===== src/rtl/fft_bitrev_loader.sv =====
// ----------------------------------------------------------------------------
// fft_bitrev_loader
//
// Input stage of the radix-2 FFT engine. One frame of N complex samples is
// accepted in natural order and written into a single-bank buffer at the
// bit-reversed address. The buffer is then replayed in address order, so the
// butterfly stage downstream sees a decimation-in-time ordered frame. Load and
// drain phases alternate and never overlap.
//
// Ports
//   clk        clock
//   rst        synchronous, active-high reset
//   in_valid   input sample valid
//   in_ready   block can accept an input sample (LOAD phase, not in reset)
//   in_data    complex sample {real[2*DW-1:DW], imag[DW-1:0]}
//   in_last    final sample of an input frame
//   out_valid  output sample valid (DRAIN phase, not in reset)
//   out_ready  downstream can accept an output sample
//   out_data   complex sample, same packing as in_data
//   out_idx    buffer position of out_data
//   out_last   high with the final output sample of a frame
//   frame_err  one-cycle pulse after a handshake that broke the framing
//
// State table
//   state | meaning
//   LOAD  | accepting samples, writing mem[bitrev(wr_cnt)]
//   DRAIN | presenting mem[rd_cnt] to the butterfly, rd_cnt = 0..N-1
// ----------------------------------------------------------------------------
module fft_bitrev_loader #(
    parameter int  N          = 16,
    parameter int  DATA_WIDTH = 8,
    localparam int CMD_WIDTH  = $clog2(N)
) (
    input  logic                    clk,
    input  logic                    rst,
    input  logic                    in_valid,
    output logic                    in_ready,
    input  logic [2*DATA_WIDTH-1:0] in_data,
    input  logic                    in_last,
    output logic                    out_valid,
    input  logic                    out_ready,
    output logic [2*DATA_WIDTH-1:0] out_data,
    output logic [CMD_WIDTH-1:0]    out_idx,
    output logic                    out_last,
    output logic                    frame_err
);

    typedef enum logic {
        LOAD  = 1'b0,
        DRAIN = 1'b1
    } state_t;

    localparam logic [CMD_WIDTH-1:0] LAST_IDX = CMD_WIDTH'(N - 1);

    state_t                    state;
    logic [CMD_WIDTH-1:0]      wr_cnt;
    logic [CMD_WIDTH-1:0]      rd_cnt;
    logic [2*DATA_WIDTH-1:0]   mem [N];
    logic                      in_fire;
    logic                      out_fire;

    function automatic logic [CMD_WIDTH-1:0] bitrev(input logic [CMD_WIDTH-1:0] a);
        logic [CMD_WIDTH-1:0] r;
        for (int i = 0; i < CMD_WIDTH; i++) begin
            r[i] = a[CMD_WIDTH-1-i];
        end
        return r;
    endfunction

    // Handshake qualifiers are gated by rst so nothing moves while reset is held.
    assign in_ready  = (state == LOAD) && !rst;
    assign out_valid = (state == DRAIN) && !rst;
    assign in_fire   = in_valid && in_ready;
    assign out_fire  = out_valid && out_ready;

    assign out_data  = mem[rd_cnt];
    assign out_idx   = rd_cnt;
    assign out_last  = out_valid && (rd_cnt == LAST_IDX);

    // Buffer is deliberately not reset: a reset only abandons the frame, and
    // nothing is presented from the buffer until a complete frame is loaded.
    // A frame that ends in a framing error may have partially overwritten the
    // buffer; that is harmless because it is never drained.
    always_ff @(posedge clk) begin
        if (in_fire) begin
            mem[bitrev(wr_cnt)] <= in_data;
        end
    end

    always_ff @(posedge clk) begin
        if (rst) begin
            state     <= LOAD;
            wr_cnt    <= '0;
            rd_cnt    <= '0;
            frame_err <= 1'b0;
        end else begin
            frame_err <= 1'b0;
            case (state)
                LOAD: begin
                    if (in_fire) begin
                        if (wr_cnt == LAST_IDX) begin
                            wr_cnt <= '0;
                            if (in_last) begin
                                state <= DRAIN;
                            end else begin
                                frame_err <= 1'b1;
                            end
                        end else if (in_last) begin
                            // Early in_last: drop the short frame and realign.
                            wr_cnt    <= '0;
                            frame_err <= 1'b1;
                        end else begin
                            wr_cnt <= wr_cnt + 1'b1;
                        end
                    end
                end
                DRAIN: begin
                    if (out_fire) begin
                        if (rd_cnt == LAST_IDX) begin
                            rd_cnt <= '0;
                            state  <= LOAD;
                        end else begin
                            rd_cnt <= rd_cnt + 1'b1;
                        end
                    end
                end
                default: begin
                    state <= LOAD;
                end
            endcase
        end
    end

    // Phases never overlap, and a stalled output must not change underneath
    // the butterfly.
    a_phase_exclusive: assert property (@(posedge clk) !(in_ready && out_valid));

    a_hold_on_stall: assert property (@(posedge clk) disable iff (rst)
        (out_valid && !out_ready) |=> ($stable(out_idx) && $stable(out_data) && $stable(out_last)));

endmodule


===== config.mk =====
export PLATFORM = sky130hd
export DESIGN_NAME = fft_bitrev_loader
export DESIGN_NICKNAME = d
export VERILOG_FILES = /design/src/rtl/fft_bitrev_loader.sv
export SDC_FILE = /design/constraint.sdc
export NUM_CORES = 1
export LEC_CHECK = 0
export BUFFER_PORTS_ARGS = -buffer_cell sky130_fd_sc_hd__buf_2
export CAP_MARGIN = 0
export CORE_ASPECT_RATIO = 0.6
export CORE_MARGIN = 2
export CORE_UTILIZATION = 65
export DETAILED_ROUTE_END_ITERATION = 8
export GPL_ROUTABILITY_DRIVEN = 0
export PLACE_DENSITY = 0.91
export SYNTH_ARGS = -nofsm -noshare
export SYNTH_HDL_FRONTEND = slang
export SYNTH_SLANG_ARGS = --single-unit

===== constraint.sdc =====
create_clock -name clk -period 7.15 [get_ports clk]
set_input_delay 0.715 -clock clk [delete_from_list [all_inputs] [get_ports clk]]
set_output_delay 0.715 -clock clk [all_outputs]
set_load 0.005 [all_outputs]

==> results.cfg <==
[clock_network]
cts_setup_buffers = 0
clock-sinks = 270
cts_hold_buffers = 0
cts_resized = 0
cts_inserted_buffers = 24
cts_tree = built
clk_pin_slew_ps = 60
clock-root-buffer = clkbuf_16
htreeDepth = 1
clock_latency_ps = 510
clock_path_buffers = 3

[synthesis]
yosys.area.top_type = edfxtp_1
ys_seq_elements = 270
synth.avg_cell_area_um2 = 21.3
netlist_top_cells_count = 256 x edfxtp_1, 64 x mux4_2, 32 x a22oi_1
synth_most_common_cell = edfxtp_1
syn_area_um2 = 10300
ys_warn_count = 0
synth-async-reset-ratio_pct = 0
syn_nets = 509
synth_top_area_share_pct = 74.9
synth-edff-count = 256
synth_ff_type = edfxtp_1
seq_area_frac_synth_pct = 77.6
synthTopCellsByArea = edfxtp_1 75%, mux4_2 14%, dfxtp_1 2.7%, a22oi_1 2.3%, nand2_1 1.0%
synth_cell_types = 32
synthCells = 482

[setup_path]
cp.buffers_inverters = 2
crit_path_max_fanout = 37
end_kind = output pin
path_delay_family = buffers and inverters
cp-start-kind = flop
max_stage_delay_ps = 700
r2r_setup_slack_ps = 4250
cp.required_ps = 6430
setup.worst_path.class = reg -> out
cp_cell_sequence = buf_4, mux4_2, a22oi_1, nand2_1, buf_2
critPathSlowestCell = dfxtp_4
cp_data_arrival_time_ps = 3090

[timing]
worst_pin_slew_ps = 1180
final-setup-viol-count = 0
tns_ps = 0
slew_violations = 0
rsz0062_at_grt = false
min_period_ps = 3810
skew_ps = 9.04
fin_crit_sh_pct = 53.2
fmax_mhz = 263
slew_headroom_pct = 20.8
hold_viol_final = 0

[power_and_ir_drop]
p_sw_share_pct = 18.4
power.total_mw = 3.10
ir_drop_mv = 0.192
p_per_area_nw_per_um2 = 267
p_int_mw = 2.53
seqPwrFrac_pct = 56.0
power.leakage_nw = 3.69
clockPowerShare_pct = 42.3
combPwrFrac_pct = 1.7
p_sw_uw = 571

[grt]
grt_usage_pct = 27.9
grt_pass1_vias = 5281
grt_max_degree = 65
grt_first_pass_wirelength_mm = 33.6
overflow = 0
antenna_found_initial = 0

[run_status]
outcome = finished clean

[cells_and_area]
drive_gt1_share_pct = 29.7
syn_to_final_growth_pct = 13.1
nets = 575
antenna_cells = 0
finalNonFillerCells = 765

[routing]
routed_via_density = 6.80
drtIter0Drc = 659
drcViolationCount = 0
vias = 5203
highest_layer = met4
drt-total-wl_mm = 22.4
wl_met3_mm = 2.18
met2_length_mm = 10.9
post_drt_wl_per_cell_um = 29.2
wl_met1_mm = 8.76
firstDrtPassIters = 5
ant_nets = 0

[die]
die_h_um = 101
fp.dieW_um = 166
dieArea_um2 = 16800
rows = 35
core_area_um2 = 15400
io-pin-count = 45
start_util_pct = 66.8

[min_path]
hold_class = in -> reg

[place]
dpl.hpwl_mm = 12.3
dp.cells = 725
portBuffers = 44

[flow_run]
cap_violations = 0
==> worst min-delay path, stage by stage <==
cell     delay [ps]
buf_2           110
or3_1           100
a21oi_1          60
==> flip-flops by register name, indices dropped and copies added, names as in the netlist, named ones only <==
| register | flops |
|---|---|
| wr_cnt | 4 |
| state | 1 |
| frame_err | 1 |
| out_idx | 4 |
| mem | 256 |
==> power groups by stage <==
stage	sequential [mW]	combinational (mW)	clock, mW
floorplan	1.77	0.0167	0
global placement	1.77	0.0472	0
detailed placement	1.77	0.0515	0
CTS	1.74	0.0520	1.32
global route	1.74	0.0574	1.38
finish	1.74	0.0522	1.31
==> cell families after synthesis <==
group,Yosys count,synth area share [%]
XOR/XNOR,1,0.0854
adder cells (fa/ha/maj),6,0.732
AND/OR/NAND/NOR,72,3.33
buffers and inverters,26,1.15
multiplexers,64,14.0
AO/OA/AOI/OAI,43,3.01
flip-flops,270,77.6
==> worst paths after layout <==
path | start | cells past startpoint | to
setup / recovery | flop | 5 | out_data[14]
hold / removal | in_last | 3 | wr_cnt[2]$_SDFFE_PP0P_
setup reg to reg | state$_SDFF_PP0_ | 4 | mem[9][7]$_DFFE_PP_
hold reg to reg | wr_cnt[1]$_SDFFE_PP0P_ | 2 | wr_cnt[1]$_SDFFE_PP0P_
==> layer usage <==
layer	vias to the layer above	global-route usage [%]
met3	46	5.04
met4	0	7.69
met1	2706	40.0
met5	-	0
met2	308	46.1
li1	2143	-
==> stage by stage <==
| step | utilization (%) | setup slack [ps] | hold WS [ps] | cell area (µm²) |
|---|---|---|---|---|
| after detailed placement | 70.3 | 3810 | 522 | 10800 |
| after CTS | 75.5 | 3250 | 521 | 11600 |
| final | 75.5 | 3340 | 531 | 11600 |
| after global placement | 70.3 | 3920 | 503 | 10800 |
| after floorplan | - | 4230 | 477 | 10300 |
| after global routing | 75.5 | 3080 | 553 | 11600 |
==> layout make-up <==
type	instances	area, µm²
Clock buffer	29	641
Sequential cell	270	7970
Fill cell	771	3770
Tap cell	203	254
Multi-Input combinational cell	186	2200
Clock inverter	11	160
Inverter	2	7.51
Timing Repair Buffer	64	370
==> cells in the final DEF (no fill, tap or decap), drive strengths merged, types with 2 or more instances in the layout <==
cell type	n
edfxtp	256
mux4	64
buf	64
a22oi	32
clkbuf	29
nand2	28
nor2	16
dfxtp	14
nand3	7
clkinv	7
ha	6
a21oi	5
nor3	4
bufinv	4
nor2b	3
and2	3
inv	2
nand2b	2
nor3b	2
a31oi	2
Power figures use the tool's default switching activity.
